**src/rtl/sr_cpu_pkg.sv**
```systemverilog
// sr_cpu_pkg: shared encodings for the sr_cpu_core multicycle CPU.
// Holds instruction opcode/op constants, memory command codes, the control
// FSM state enum, one-hot vsel/nsel codes and the control/decode structs.
package sr_cpu_pkg;
    localparam logic [2:0] OPC_LDR  = 3'b011;
    localparam logic [2:0] OPC_STR  = 3'b100;
    localparam logic [2:0] OPC_ALU  = 3'b101;
    localparam logic [2:0] OPC_MOV  = 3'b110;
    localparam logic [2:0] OPC_HALT = 3'b111;

    localparam logic [1:0] OP_MOVR = 2'b00;
    localparam logic [1:0] OP_MOVI = 2'b10;
    localparam logic [1:0] OP_CMP  = 2'b01;
    localparam logic [1:0] OP_MVN  = 2'b11;
    localparam logic [1:0] OP_MEM  = 2'b00;

    localparam logic [1:0] MEM_NONE  = 2'b00;
    localparam logic [1:0] MEM_READ  = 2'b01;
    localparam logic [1:0] MEM_WRITE = 2'b10;

    localparam logic [3:0] VSEL_MDATA = 4'b0001;
    localparam logic [3:0] VSEL_IMM8  = 4'b0010;
    localparam logic [3:0] VSEL_PC    = 4'b0100;
    localparam logic [3:0] VSEL_C     = 4'b1000;

    localparam logic [2:0] NSEL_RN = 3'b001;
    localparam logic [2:0] NSEL_RD = 3'b010;
    localparam logic [2:0] NSEL_RM = 3'b100;

    typedef enum logic [4:0] {
        S_RST, S_IF1, S_IF2, S_UPC, S_DEC, S_WIMM, S_GETA, S_GETB, S_EXEC,
        S_WRD, S_CMPS, S_ADDR, S_LDA, S_MRD1, S_MRD2, S_SCPY, S_MWR, S_HALT
    } state_e;

    // Datapath controls. use_ins_alu: take ALU op and shift from the
    // instruction; otherwise the ALU adds and the shifter passes through.
    typedef struct packed {
        logic       load_a, load_b, load_c, load_s;
        logic       asel, bsel, use_ins_alu, write;
        logic [2:0] nsel;
        logic [3:0] vsel;
    } dp_ctrl_t;

    typedef struct packed {
        logic       load_ir, load_pc, load_da, use_da, halt;
        logic [1:0] mem_cmd;
        dp_ctrl_t   dp;
    } ctrl_t;

    typedef struct packed {
        logic [2:0]  opcode;
        logic [1:0]  op;
        logic [2:0]  rn, rd, rm;
        logic [1:0]  shift;
        logic [15:0] sximm8, sximm5;
    } ins_t;
endpackage

```
**src/rtl/datapath.sv**
```systemverilog
// datapath: 8x16 register file, B-path shifter, ALU, A/B/C latches, flags.
// Ports: clk, reset (sync, active-low), ctrl (datapath controls), rn/rd/rm,
// op/shift, sximm8/sximm5 (instruction fields), mdata (memory word), pc,
// c (C register out), n/v/z (status flags out).
module datapath import sr_cpu_pkg::*; (
    input  logic        clk,
    input  logic        reset,
    input  dp_ctrl_t    ctrl,
    input  logic [2:0]  rn,
    input  logic [2:0]  rd,
    input  logic [2:0]  rm,
    input  logic [1:0]  op,
    input  logic [1:0]  shift,
    input  logic [15:0] sximm8,
    input  logic [15:0] sximm5,
    input  logic [15:0] mdata,
    input  logic [8:0]  pc,
    output logic [15:0] c,
    output logic        n,
    output logic        v,
    output logic        z
);
    logic [15:0] rf [8];
    logic [15:0] a, b, rdata, wdata, bsh, ain, bin, res;
    logic [2:0]  rnum;
    logic [1:0]  sh, aop;

    always_comb begin
        rnum  = ({3{ctrl.nsel[0]}} & rn) | ({3{ctrl.nsel[1]}} & rd) | ({3{ctrl.nsel[2]}} & rm);
        wdata = ({16{ctrl.vsel[0]}} & mdata) | ({16{ctrl.vsel[1]}} & sximm8)
              | ({16{ctrl.vsel[2]}} & {7'b0, pc}) | ({16{ctrl.vsel[3]}} & c);
        rdata = rf[rnum];
        // outside EXEC/CMPS the instruction's shift bits may be imm5 bits
        sh    = ctrl.use_ins_alu ? shift : 2'b00;
        aop   = ctrl.use_ins_alu ? op : 2'b00;
        case (sh)
            2'b01:   bsh = {b[14:0], 1'b0};
            2'b10:   bsh = {1'b0, b[15:1]};
            2'b11:   bsh = {b[15], b[15:1]};
            default: bsh = b;
        endcase
        ain = ctrl.asel ? 16'h0000 : a;
        bin = ctrl.bsel ? sximm5 : bsh;
        case (aop)
            2'b00:   res = ain + bin;
            2'b01:   res = ain - bin;
            2'b10:   res = ain & bin;
            default: res = ~bin;
        endcase
    end

    // gated by reset so a reset edge landing on a write state writes nothing
    always_ff @(posedge clk) begin
        if (reset && ctrl.write) rf[rnum] <= wdata;
    end

    always_ff @(posedge clk) begin
        if (!reset) begin
            a <= '0; b <= '0; c <= '0;
            n <= 1'b0; v <= 1'b0; z <= 1'b0;
        end else begin
            if (ctrl.load_a) a <= rdata;
            if (ctrl.load_b) b <= rdata;
            if (ctrl.load_c) c <= res;
            if (ctrl.load_s) begin
                z <= (res == 16'h0000);
                n <= res[15];
                v <= (ain[15] ^ bin[15]) & (res[15] ^ ain[15]);
            end
        end
    end
endmodule

```
**src/rtl/fsm.sv**
```systemverilog
// fsm: control state machine. Controls are registered: on every edge the
// controls for the state being entered are loaded alongside the state.
// Ports: clk, reset (sync, active-low), opcode/op (from IR), ctrl (out).
module fsm import sr_cpu_pkg::*; (
    input  logic       clk,
    input  logic       reset,
    input  logic [2:0] opcode,
    input  logic [1:0] op,
    output ctrl_t      ctrl
);
    state_e state, nxt;

    function automatic state_e next_of(state_e s, logic [2:0] opc, logic [1:0] o);
        case (s)
            S_RST:  return S_IF1;
            S_IF1:  return S_IF2;
            S_IF2:  return S_UPC;
            S_UPC:  return S_DEC;
            S_DEC:
                case (opc)
                    OPC_MOV:  return (o == OP_MOVI) ? S_WIMM : (o == OP_MOVR) ? S_GETB : S_IF1;
                    OPC_ALU:  return (o == OP_MVN) ? S_GETB : S_GETA;
                    OPC_LDR,
                    OPC_STR:  return (o == OP_MEM) ? S_GETA : S_IF1;
                    OPC_HALT: return S_HALT;
                    default:  return S_IF1;
                endcase
            S_GETA: return (opc == OPC_LDR || opc == OPC_STR) ? S_ADDR : S_GETB;
            S_GETB: return (opc == OPC_STR) ? S_SCPY : (o == OP_CMP && opc == OPC_ALU) ? S_CMPS : S_EXEC;
            S_EXEC: return S_WRD;
            S_ADDR: return S_LDA;
            S_LDA:  return (opc == OPC_LDR) ? S_MRD1 : S_GETB;
            S_MRD1: return S_MRD2;
            S_SCPY: return S_MWR;
            S_HALT: return S_HALT;
            default: return S_IF1;  // WIMM, WRD, CMPS, MRD2, MWR
        endcase
    endfunction

    function automatic ctrl_t ctrl_for(state_e s, logic [2:0] opc, logic [1:0] o);
        ctrl_t c;
        c = '0;
        case (s)
            S_IF1:  c.mem_cmd = MEM_READ;
            S_IF2:  begin c.mem_cmd = MEM_READ; c.load_ir = 1'b1; end
            S_UPC:  c.load_pc = 1'b1;
            S_WIMM: begin c.dp.write = 1'b1; c.dp.nsel = NSEL_RN; c.dp.vsel = VSEL_IMM8; end
            S_GETA: begin c.dp.load_a = 1'b1; c.dp.nsel = NSEL_RN; end
            // STR reuses GETB to fetch the store data from Rd
            S_GETB: begin c.dp.load_b = 1'b1; c.dp.nsel = (opc == OPC_STR) ? NSEL_RD : NSEL_RM; end
            S_EXEC: begin
                c.dp.load_c = 1'b1;
                c.dp.use_ins_alu = 1'b1;
                c.dp.asel = (opc == OPC_MOV) || (o == OP_MVN);
            end
            S_WRD:  begin c.dp.write = 1'b1; c.dp.nsel = NSEL_RD; c.dp.vsel = VSEL_C; end
            S_CMPS: begin c.dp.load_s = 1'b1; c.dp.use_ins_alu = 1'b1; end
            S_ADDR: begin c.dp.load_c = 1'b1; c.dp.bsel = 1'b1; end
            S_LDA:  c.load_da = 1'b1;
            S_MRD1: begin c.mem_cmd = MEM_READ; c.use_da = 1'b1; end
            S_MRD2: begin
                c.mem_cmd = MEM_READ; c.use_da = 1'b1;
                c.dp.write = 1'b1; c.dp.nsel = NSEL_RD; c.dp.vsel = VSEL_MDATA;
            end
            S_SCPY: begin c.dp.load_c = 1'b1; c.dp.asel = 1'b1; end
            S_MWR:  begin c.mem_cmd = MEM_WRITE; c.use_da = 1'b1; end
            S_HALT: c.halt = 1'b1;
            default: ;
        endcase
        return c;
    endfunction

    always_comb nxt = next_of(state, opcode, op);

    always_ff @(posedge clk) begin
        if (!reset) begin
            state <= S_RST;
            ctrl  <= '0;
        end else begin
            state <= nxt;
            ctrl  <= ctrl_for(nxt, opcode, op);
        end
    end
endmodule

```
**src/rtl/ins_decoder.sv**
```systemverilog
// ins_decoder: combinational field extraction from the instruction register.
// Ports: ir (instruction word in), ins (decoded fields, sign-extended imms out).
module ins_decoder import sr_cpu_pkg::*; (
    input  logic [15:0] ir,
    output ins_t        ins
);
    always_comb begin
        ins.opcode = ir[15:13];
        ins.op     = ir[12:11];
        ins.rn     = ir[10:8];
        ins.rd     = ir[7:5];
        ins.shift  = ir[4:3];
        ins.rm     = ir[2:0];
        ins.sximm8 = {{8{ir[7]}}, ir[7:0]};
        ins.sximm5 = {{11{ir[4]}}, ir[4:0]};
    end
endmodule

```
**src/rtl/sr_cpu_core.sv**
```systemverilog
// sr_cpu_core: multicycle 16-bit RISC core. Holds PC, IR, data-address
// register and the memory address mux; instantiates decoder, fsm, datapath.
// Ports: clk, reset (sync, active-low), read_data (combinational memory
// read), mem_cmd/mem_addr/write_data (memory request), out (C register),
// N/V/Z (flags), w (halted).
module sr_cpu_core import sr_cpu_pkg::*; (
    input  logic        clk,
    input  logic        reset,
    input  logic [15:0] read_data,
    output logic [1:0]  mem_cmd,
    output logic [8:0]  mem_addr,
    output logic [15:0] write_data,
    output logic [15:0] out,
    output logic        N,
    output logic        V,
    output logic        Z,
    output logic        w
);
    logic [15:0] ir, c;
    logic [8:0]  pc, da;
    ins_t        ins;
    ctrl_t       ctrl;

    ins_decoder u_dec (.ir(ir), .ins(ins));

    fsm u_fsm (
        .clk(clk), .reset(reset), .opcode(ins.opcode), .op(ins.op), .ctrl(ctrl)
    );

    datapath u_dp (
        .clk(clk), .reset(reset), .ctrl(ctrl.dp),
        .rn(ins.rn), .rd(ins.rd), .rm(ins.rm), .op(ins.op), .shift(ins.shift),
        .sximm8(ins.sximm8), .sximm5(ins.sximm5), .mdata(read_data), .pc(pc),
        .c(c), .n(N), .v(V), .z(Z)
    );

    // PC increment wraps 511 -> 0 by width
    always_ff @(posedge clk) begin
        if (!reset) begin
            pc <= '0; ir <= '0; da <= '0;
        end else begin
            if (ctrl.load_pc) pc <= pc + 9'd1;
            if (ctrl.load_ir) ir <= read_data;
            if (ctrl.load_da) da <= c[8:0];
        end
    end

    assign mem_cmd    = ctrl.mem_cmd;
    assign mem_addr   = ctrl.use_da ? da : pc;
    assign write_data = c;
    assign out        = c;
    assign w          = ctrl.halt;
endmodule

```
**config.mk**
```make
export PLATFORM = sky130hd
export DESIGN_NAME = sr_cpu_core
export DESIGN_NICKNAME = d
export VERILOG_FILES = /design/src/rtl/sr_cpu_pkg.sv /design/src/rtl/datapath.sv /design/src/rtl/fsm.sv /design/src/rtl/ins_decoder.sv /design/src/rtl/sr_cpu_core.sv
export SDC_FILE = /design/constraint.sdc
export NUM_CORES = 1
export LEC_CHECK = 0
export BUFFER_PORTS_ARGS = -buffer_cell sky130_fd_sc_hd__buf_2
export CAP_MARGIN = 25
export CORE_ASPECT_RATIO = 1.4
export CORE_MARGIN = 4
export CORE_UTILIZATION = 60
export DETAILED_ROUTE_END_ITERATION = 12
export PLACE_DENSITY = 0.85
export SLEW_MARGIN = 20
export SYNTH_ARGS = -nofsm -noshare
export SYNTH_HDL_FRONTEND = slang
export SYNTH_HIERARCHICAL = 1
export SYNTH_SLANG_ARGS = --single-unit
```
**constraint.sdc**
```tcl
create_clock -name clk -period 5.6 [get_ports clk]
set_input_delay 1.12 -clock clk [delete_from_list [all_inputs] [get_ports clk]]
set_output_delay 1.12 -clock clk [all_outputs]
set_load 0.01 [all_outputs]
```
==> summary.md <==
| Metric | Value |
|---|---|
| Setup bufs post-CTS | 0 |
| Worst-margin pin slew | 0.9658 ns |
| Startpoint Class | register |
| Total GRT Usage | 0.2677 |
| Most frequent cells in the layout | 186 x nand2_1, 128 x edfxtp_1, 110 x dfxtp_1, 87 x nor2_1, 65 x buf_2 |
| Die area | 0.02305 mm^2 |
| Final Skew | 0.02033 ns |
| Worst Path Arrival | between 5 and 6 ns |
| Fin area | 0.01313 mm^2 |
| CP Cell Sequence | o21ai_2 > a221o_1 > a211oi_2 > nand4b_1 > and2b_1 > a21oi_1 > xor2_1 > ha_1 > a21oi_1 > nand2_1 > o2111ai_1 > a41oi_1 > xnor2_1 > xor2_1 > a21oi_1 > o31a_1 |
| Multi-input gate area | between 0.005 and 0.006 mm^2 |
| Total CTS buffers | 23 |
| Initial antenna violation count | 0 |
| Total negative slack | 0 ns |
| Ys async rst share | 0 |
| Worst-path clk slew | 0.06 ns |
| NumNets Final | between 1,000 and 1,500 |
| WP data required | about 6 ns |
| Relative slew slack | 0.3538 |
| H-tree Lvls | 1 |
| Worst r2r path cells | 16 |
| Main synth FF type | edfxtp_1 |
| Critical path peak fanout | 19 |
| Leak Pwr | 4.850 nW |
| Register area | 0.006067 mm^2 |
| Syn nets | 1,305 |
| Final count of pins violating max slew | 0 |
| I/O pin total | 65 |
| Avg WL per Cell | a little over 20 um |
| CTS sink cnt | 239 |
| Reg-to-reg critical path startpoint | ir[3] |
| CP max stage cell | dfxtp_1 |
| Worst-Skew Late Latency | around 0.52 ns |
| CP bufs+invs | 0 |
| Yosys cell types | 90 |
| Proportion of layout cells with a drive suffix above 1 | 0.1323 |
| WL final | between 30,000 and 40,000 um |
| CTS tree | built |
| CTS resizes | 0 |
| IR drop worst, VDD | about 0.21 mV |
| Final min period | roughly 4.9 ns |
| RSZ-0062 raised after global routing | false |
| Finish-stage setup viols | 0 |
| Critical path endpoint category | register |
| Post-Place Cell Area | 0.01241 mm^2 |
| Antenna Nets Post-Route | 0 |
| Gpl congestion | 0.9532 |
| Worst stage delay on the critical path | 0.69 ns |
| Reg-to-reg setup timing slack | 0.73 ns |
| Fin crit share | 0.8688 |
| Die Ht | 178.0 um |
| Hold Path Depth | 2 |
| Tot Pwr | about 4.5 mW |
| Sequential-to-total area share from yosys stat | 0.4895 |
| CP dominant cell by count | a21oi_1 |
| Final number of hold-violating endpoints | 0 |
| Hold Path Origin | u_dp/a[4] |
| IO buf count | 64 |
| Crit. Startpoint | ir[3] |
| Hold buffer count at cts | 0 |
| Vias in the first global route | roughly 9,300 |
| Core region area | between 0.02 and 0.025 mm^2 |
| Root Driver | clkbuf_16 |
| Reg2reg end | u_dp/v |
| EDFF count, synth | around 130 |
| Row count | 61 |
| Yosys reg bits | between 200 and 250 |
| Post-Synthesis Cells | 1,268 |
| Cell Area, Synth | approximately 0.012 mm^2 |
| Via density | 6.394 |
| Clk buf depth | 3 |
| Instance count on the critical path | 16 |
| Cell Pwr Density | roughly 340 mW/mm^2 |
| Cell family with most CP delay | compound AO/OA/AOI/OAI gates |
| Dpl hpwl | 21,910 um |
| Min Hold Slack | 0.5020 ns |
| Worst Hold Class | register to register |
| Warnings from Yosys | 6 |
| Gr ovfl total | 0 |
| Hold endpoint | u_dp/a[4] |
| Synthesized area per cell | between 9 and 10 um^2 |
| First-pass GRT wire length | 48,800 um |
| Fill count | 1,487 |
| Outcome | finished, final reports clean |
| Via count | 9,636 |
| Die Wd | 129.5 um |
| Remaining DRCs | 0 |
| DR iter-0 viols | 1,148 |
| Critical path class | register to register |
| Drt first pass iters | 7 |
| Area Growth Syn to Fin | 5.957% |
| Commonest non-fill, non-tap cell in the layout | nand2_1 |
| Fmax achieved | 205.5 MHz |
| Starting Density | 0.6173 |
| Largest net degree at the start of global routing | 43 |
| Max cap viols | 0 |
| ANT cells | 0 |
-- synthesized netlist by cell type, types with 24 or more instances --
| cell type | instances | area share |
|---|---|---|
| a211oi_1 | 41 | 0.025 |
| a21oi_1 | 26 | 0.011 |
| a22oi_1 | 24 | 0.015 |
| a31oi_1 | 28 | 0.014 |
| buf_4 | 67 | 0.041 |
| clkbuf_1 | 54 | 0.016 |
| dfxtp_1 | 111 | 0.18 |
| edfxtp_1 | 128 | 0.31 |
| inv_1 | 26 | 0.0079 |
| mux2i_1 | 37 | 0.030 |
| nand2_1 | 187 | 0.057 |
| nand3_1 | 46 | 0.019 |
| nor2_1 | 87 | 0.026 |
| nor2b_1 | 53 | 0.027 |
| o21ai_0 | 37 | 0.015 |
-- report_power, final --
group	switching [mW]	internal, mW	leakage (nW)
sequential	0.126	1.89	1.93
clock	0.632	0.832	0.349
combinational	0.600	0.425	2.57
total	1.36	3.15	4.85
-- area by class of cell --
type                    instances  share of cell area
clock buffers                  31             0.04774
clock inverters                10            0.006194
inverters                      26            0.007433
multi-input cells             862              0.4146
flip-flops and latches        239              0.4621
well taps                     252             0.02401
repair buffers                 87             0.03793
-- metal layers --
metal	GRT usage	part of all wire	vias to the layer above
met4	0.1239	0.045	0
li1	-	-	4472
met1	0.3243	0.38	4610
met5	0	0	-
met3	0.03775	0.069	99
met2	0.4689	0.51	455
-- worst register-to-register path, cell delays in order, from the launching register on --
cell and delay (ns):
dfxtp_1 0.69, o21ai_2 0.23, a221o_1 0.45, a211oi_2 0.34
nand4b_1 0.24, and2b_1 0.29, a21oi_1 0.08, xor2_1 0.16
ha_1 0.36, a21oi_1 0.26, nand2_1 0.11, o2111ai_1 0.34
a41oi_1 0.22, xnor2_1 0.38, xor2_1 0.21, a21oi_1 0.09
o31a_1 0.30
-- cells by family after synthesis --
| group | count (synthesis) | share of synthesized area |
|---|---|---|
| and+or+nand+nor | 498 | 0.1985 |
| AOI/OAI and AO/OA | 263 | 0.1546 |
| DFF | 239 | 0.4895 |
| buffers and inverters | 167 | 0.07310 |
| muxes | 50 | 0.04170 |
| xor gates and xnor gates | 31 | 0.02252 |
| adders and majority gates | 19 | 0.01979 |
| other | 1 | 0.0003026 |
-- state kept, by name (all words and copies together) (netlist names) --
register / count
u_dp/a: 16
u_dp/z: 1
u_dp/b: 16
u_fsm/ctrl: 21
u_dp/n: 1
ir: 16
u_fsm/state: 5
da: 9
u_dp/c: 16
pc: 9
u_dp/rf: 128
u_dp/v: 1
-- metrics by stage --
| stage | util | setup WS (ns) | instances |
|---|---|---|---|
| 2_1_floorplan | - | 1.308 | 1268 |
| 3_3_place_gp | 0.6178 | 0.9313 | 1464 |
| 3_5_place_dp | 0.6180 | 0.8433 | 1465 |
| 4_1_cts | 0.6533 | 0.8239 | 1506 |
| 5_1_grt | 0.6541 | 0.3852 | 1507 |
| 6_report | 0.6541 | 0.7347 | 1507 |
-- how the worst max path moves through the flow --
stage,endpoint
after global routing,u_dp/v
after detailed placement,u_dp/v
final,u_dp/v
after global placement,u_dp/v
after CTS,u_dp/v
after floorplan,u_dp/v
Note: power is estimated with default switching activity, not from simulation.
